[config.mk]
export PLATFORM = sky130hd
export DESIGN_NAME = csel_adder_pipe
export DESIGN_NICKNAME = d
export VERILOG_FILES = /design/src/rtl/csel_adder_pipe.sv
export SDC_FILE = /design/constraint.sdc
export NUM_CORES = 1
export LEC_CHECK = 0
export BUFFER_PORTS_ARGS = -buffer_cell sky130_fd_sc_hd__buf_2
export CAP_MARGIN = 15
export CORE_ASPECT_RATIO = 1.1
export CORE_MARGIN = 2
export CORE_UTILIZATION = 55
export CTS_CLUSTER_DIAMETER = 60
export DETAILED_ROUTE_END_ITERATION = 8
export PLACE_DENSITY = 0.8
export SYNTH_ARGS = -nofsm -noshare
export SYNTH_HDL_FRONTEND = slang
export SYNTH_SLANG_ARGS = --single-unit
[constraint.sdc]
create_clock -name clk -period 5.8 [get_ports clk]
set_clock_uncertainty 0.2 [all_clocks]
set_input_delay 1.16 -clock clk [delete_from_list [all_inputs] [get_ports clk]]
set_output_delay 1.16 -clock clk [all_outputs]
set_load 0.01 [all_outputs]
[src/rtl/csel_adder_pipe.sv]
// Pipelined carry-select adder/subtractor with ALU flags.
// Each stage resolves NBLK/PIPE slices and forwards the unprocessed operand bits.
module csel_adder_pipe #(
  parameter int unsigned WIDTH = 32,
  parameter int unsigned BLOCK = 4,
  parameter int unsigned PIPE  = 2
) (
  input  logic             clk,
  input  logic             rst_n,
  input  logic             i_in_valid,
  output logic             o_in_ready,
  input  logic [WIDTH-1:0] i_a,
  input  logic [WIDTH-1:0] i_b,
  input  logic             i_ci,
  input  logic             i_sub,
  output logic             o_out_valid,
  input  logic             i_out_ready,
  output logic [WIDTH-1:0] o_s,
  output logic             o_co,
  output logic             o_ovf,
  output logic             o_zero,
  output logic             o_neg
);

  localparam int unsigned NBLK = WIDTH / BLOCK;
  localparam int unsigned NPS  = NBLK / PIPE;
  localparam int unsigned SW   = NPS * BLOCK;

  logic w_en;

  for (genvar k = 0; k < PIPE; k++) begin : g_stage
    localparam int unsigned RW = WIDTH - k * SW;
    localparam int unsigned OW = (k + 1) * SW;

    logic [RW-1:0] w_ain;
    logic [RW-1:0] w_bin;
    logic          w_cin;
    logic          w_vin;
    logic [SW-1:0] w_slice;
    logic          w_cout;
    logic [OW-1:0] w_sout;
    logic [OW-1:0] r_s;
    logic          r_c;
    logic          r_v;

    if (k == 0) begin : g_first
      assign w_ain  = i_a;
      assign w_bin  = i_sub ? ~i_b : i_b;
      assign w_cin  = i_sub | i_ci;
      assign w_vin  = i_in_valid;
      assign w_sout = w_slice;
    end else begin : g_next
      assign w_ain  = g_stage[k-1].g_fwd.r_a;
      assign w_bin  = g_stage[k-1].g_fwd.r_b;
      assign w_cin  = g_stage[k-1].r_c;
      assign w_vin  = g_stage[k-1].r_v;
      assign w_sout = {w_slice, g_stage[k-1].r_s};
    end

    always_comb begin
      logic [BLOCK:0] w_sum0;
      logic [BLOCK:0] w_sum1;
      logic           w_c;
      w_c     = w_cin;
      w_slice = '0;
      w_sum0  = '0;
      w_sum1  = '0;
      for (int unsigned j = 0; j < NPS; j++) begin
        w_sum0 = {1'b0, w_ain[j*BLOCK +: BLOCK]} + {1'b0, w_bin[j*BLOCK +: BLOCK]};
        w_sum1 = {1'b0, w_ain[j*BLOCK +: BLOCK]} + {1'b0, w_bin[j*BLOCK +: BLOCK]}
                 + {{BLOCK{1'b0}}, 1'b1};
        w_slice[j*BLOCK +: BLOCK] = w_c ? w_sum1[BLOCK-1:0] : w_sum0[BLOCK-1:0];
        w_c = w_sum0[BLOCK] | (w_c & w_sum1[BLOCK]);
      end
      w_cout = w_c;
    end

    always_ff @(posedge clk or negedge rst_n) begin
      if (!rst_n) begin
        r_v <= 1'b0;
        r_s <= '0;
        r_c <= 1'b0;
      end else if (w_en) begin
        r_v <= w_vin;
        r_s <= w_sout;
        r_c <= w_cout;
      end
    end

    if (k < PIPE - 1) begin : g_fwd
      logic [RW-SW-1:0] r_a;
      logic [RW-SW-1:0] r_b;
      always_ff @(posedge clk or negedge rst_n) begin
        if (!rst_n) begin
          r_a <= '0;
          r_b <= '0;
        end else if (w_en) begin
          r_a <= w_ain[RW-1:SW];
          r_b <= w_bin[RW-1:SW];
        end
      end
    end else begin : g_out
      logic w_cmsb;
      logic r_ovf;
      logic r_zero;
      logic r_neg;
      // Carry into the MSB recovered from the MSB sum bit and its operands.
      assign w_cmsb = w_sout[WIDTH-1] ^ w_ain[RW-1] ^ w_bin[RW-1];
      always_ff @(posedge clk or negedge rst_n) begin
        if (!rst_n) begin
          r_ovf  <= 1'b0;
          r_zero <= 1'b0;
          r_neg  <= 1'b0;
        end else if (w_en) begin
          r_ovf  <= w_cmsb ^ w_cout;
          r_zero <= (w_sout == '0);
          r_neg  <= w_sout[WIDTH-1];
        end
      end
    end
  end

  assign o_out_valid = g_stage[PIPE-1].r_v;
  assign w_en        = ~o_out_valid | i_out_ready;
  assign o_in_ready  = w_en;
  assign o_s         = g_stage[PIPE-1].r_s;
  assign o_co        = g_stage[PIPE-1].r_c;
  assign o_ovf       = g_stage[PIPE-1].g_out.r_ovf;
  assign o_zero      = g_stage[PIPE-1].g_out.r_zero;
  assign o_neg       = g_stage[PIPE-1].g_out.r_neg;

endmodule
==> impl_metrics.sql <==
INSERT INTO impl_metrics (metric_group, metric, value, unit) VALUES
('outcome', 'status', 'finished clean', ''),
('yosys', 'syn_area_per_cell', '9.24', 'µm²'),
('floorplanning', 'fp.dieArea', '10400', 'µm²'),
('worst_setup_path', 'worstSetupEndpointType', 'register', ''),
('global_route', 'globalRouteTotalUtil', '22.9', '%'),
('worst_setup_path', 'r2r_start', 'g_stage[0].g_fwd.r_a[0]$_DFFE_PN0P_', ''),
('worst_setup_path', 'rr_worst_depth', '11', ''),
('timing', 'rsz0062_at_grt', 'no', ''),
('place', 'hpwlAfterDp', '8410', 'µm'),
('worst_setup_path', 'cp_data_required_time', '5.88', 'ns'),
('route', 'postRouteAntennaNets', '0', ''),
('finish', 'final_cells', '790', ''),
('clock_tree', 'htree_levels', '3', ''),
('route', 'route.detailed.drc', '0', ''),
('finish', 'fraction_of_final_layout_cells_sized_beyond_drive_strength_1', '20.1', '%'),
('finish', 'finalCoreUtilization', '65.0', '%'),
('worst_hold_path', 'origin_of_the_worst_min_delay_path', 'g_stage[0].r_v$_DFFE_PN0P_', ''),
('global_route', 'grt-ovfl-total', '0', ''),
('yosys', 'number_of_synthesized_flops_with_an_enable_pin', '0', ''),
('power', 'ir_drop', '0.138', 'mV'),
('yosys', 'post_synth_inst_count', '572', ''),
('yosys', 'synthDominantAreaCellType', 'dfrtp_1', ''),
('worst_setup_path', 'path_class', 'in -> reg', ''),
('floorplanning', 'design.portCount', '108', ''),
('global_route', 'antenna_violations_before_repair', '0', ''),
('route', 'finalWirelength', '11400', 'µm'),
('yosys', 'synth_top_cells_by_area', 'dfrtp_1 (41%), nand2_1 (10%), ha_1 (9.5%), xnor2_1 (7.1%), xor2_1 (5.1%)', ''),
('clock_tree', 'postCtsHoldBufs', '0', ''),
('timing', 'slew_headroom', '40.9', '%'),
('floorplanning', 'dieWidth', '97.5', 'µm'),
('place', 'globalplace.congestion', '0.816', ''),
('worst_hold_path', 'hold_path_class', 'reg -> reg', ''),
('yosys', 'syn_area', '5290', 'µm²'),
('yosys', 'ys.flop_type', 'dfrtp_1', ''),
('clock_tree', 'post_cts.resized_instances', '0', ''),
('timing', 'timing.final.setup_violations', '0', ''),
('worst_setup_path', 'crit_path_start_kind', 'primary input', ''),
('power', 'power_per_cell_area', '374', 'nW/µm²'),
('floorplanning', 'initial_utilization', '56.5', '%'),
('global_route', 'via_count_of_the_first_global_routing_pass', '4141', ''),
('yosys', 'library_cells_used_by_synthesis', '52', ''),
('finish', 'layout.nets', '788', ''),
('route', 'detail_route.wl_per_cell', '14.4', 'µm'),
('worst_setup_path', 'critical_path.startpoint', 'i_sub', ''),
('yosys', 'asyncSetResetFlopFracSynth', '100', '%'),
('yosys', 'synth_sequential_area_ratio', '40.7', '%'),
('yosys', 'synth_top_area_share', '40.7', '%'),
('flow_run', 'max-cap-violations', '0', ''),
('power', 'power_leakage', '3.06', 'nW'),
('floorplanning', 'num_rows', '37', ''),
('timing', 'timing.setup.tns', '0', 'ns'),
('floorplanning', 'die_h', '107', 'µm'),
('worst_setup_path', 'rrSetupSlack', '2.08', 'ns'),
('route', 'drt_iter0_drc', '171', ''),
('clock_tree', 'clock_insertion_delay_worst_skew', '0.37', 'ns'),
('finish', 'antennaDiodeCount', '0', ''),
('worst_hold_path', 'hold_depth', '2', ''),
('clock_tree', 'clk_root_buffer_cell', 'clkbuf_8', ''),
('clock_tree', 'maximum_root_to_sink_buffer_count', '2', ''),
('timing', 'min_period', '4.06', 'ns'),
('route', 'drt_pre_antenna_iters', '4', ''),
('timing', 'achievable_clock_frequency', '246', 'MHz'),
('worst_hold_path', 'holdPathEnd', 'g_stage[0].r_v$_DFFE_PN0P_', ''),
('worst_setup_path', 'timing.critical_path.arrival', '4.15', 'ns'),
('yosys', 'synthesized_flop_and_latch_total', '86', ''),
('global_route', 'grt_pass1_wl', '19200', 'µm'),
('yosys', 'syn_nets', '690', ''),
('clock_tree', 'cts_buffer_count', '9', ''),
('clock_tree', 'tritoncts', 'built', ''),
('clock_tree', 'clk_pin_slew', '0.08', 'ns'),
('finish', 'syn2layout_area_growth', '15.0', '%');
==> flip-flops by register name (all words and copies together) (netlist names) <==
signal             cells
o_co                   1
g_stage.r_c            1
g_stage.g_fwd.r_a     16
o_zero                 1
o_neg                  1
g_stage.r_s           16
o_s                   31
g_stage.r_v            1
o_out_valid            1
o_ovf                  1
g_stage.g_fwd.r_b     16
==> worst max path at each step <==
stage / cells after the start / endpoint
2_1_floorplan: 15 / g_stage[0].r_s[13]$_DFFE_PN0P_
3_3_place_gp: 14 / g_stage[0].r_s[13]$_DFFE_PN0P_
3_5_place_dp: 14 / g_stage[0].r_s[15]$_DFFE_PN0P_
4_1_cts: 14 / g_stage[0].r_s[15]$_DFFE_PN0P_
5_1_grt: 14 / g_stage[0].r_s[15]$_DFFE_PN0P_
6_report: 14 / g_stage[0].r_s[15]$_DFFE_PN0P_
==> report_power, final <==
group | internal [W] | switching [W]
Sequential | 0.000782 | 0.000127
Combinational | 0.000430 | 0.000565
Clock | 0.000162 | 0.000208
==> cells in the final DEF, fill, tap and decap left out, types with 4 or more instances in the layout <==
cell type,synthesis,routed
a31oi_1,6,6
nor2b_1,5,4
buf_2,2,106
a21o_1,15,15
inv_1,22,22
and3_1,4,4
mux2i_1,7,7
fa_1,8,8
nand2_1,141,141
nor2_1,24,24
nor4_1,4,4
dfrtp_1,86,86
nand4_1,7,7
buf_4,1,4
ha_1,40,40
clkbuf_8,0,10
xor2_1,31,31
xnor2_1,43,43
o21ai_0,38,38
nand2b_1,4,4
a21oi_1,24,24
==> per-stage QoR <==
step	cell area [µm²]	worst slack [ns]	hold slack [ns]
6_report	6080	1.74	0.273
5_1_grt	6080	1.48	0.289
4_1_cts	6060	1.77	0.274
3_5_place_dp	5900	1.38	0.253
3_3_place_gp	5900	1.50	0.247
2_1_floorplan	5290	1.13	0.230
==> critical path, stage by stage <==
cell     delay [ns]
buf_2          0.12
xor2_1         0.16
ha_1           0.19
inv_1          0.07
fa_1           0.45
inv_1          0.09
ha_1           0.13
o21ai_0        0.12
nor2_1         0.15
a221o_1        0.29
a41o_1         0.34
a41oi_2        0.25
or3_1          0.44
a31oi_1        0.19
==> final cells by class <==
class                   instances  area (µm²)  share of cell area [%]
flip-flops and latches         86        2150                    35.4
well taps                     117         146                    2.41
repair buffers                111         581                    9.55
clock inverters                 2        10.0                   0.165
inverters                      23        86.3                    1.42
clock buffers                  12         145                    2.39
multi-input cells             439        2960                    48.7
==> synth_stat cells, types with 4 or more instances <==
cell type / instances
a21oi_1: 24
dfrtp_1: 86
xor2_1: 31
nand2_1: 141
ha_1: 40
xnor2_1: 43
and3_1: 4
a21o_1: 15
nor2b_1: 5
nor4_1: 4
o21ai_0: 38
nand4_1: 7
inv_1: 22
mux2i_1: 7
clkbuf_1: 18
nand2b_1: 4
a31oi_1: 6
nor2_1: 24
fa_1: 8
==> routing by layer <==
| layer | share of wire [%] | GRT usage, % |
|---|---|---|
| met5 | 0 | 0 |
| met4 | 1.7 | 7.04 |
| met3 | 5.9 | 4.76 |
| met2 | 50 | 39.1 |
| met1 | 42 | 29.6 |
==> cells by family after synthesis <==
| group | synth area share [%] |
|---|---|
| and+or+nand+nor | 16.5 |
| AOI/OAI and AO/OA | 12.5 |
| DFF | 40.7 |
| xor gates and xnor gates | 12.6 |
| adders and majority gates | 12.5 |
| buffers and inverters | 3.46 |
| muxes | 1.75 |
(Power assumes the default switching activity.)
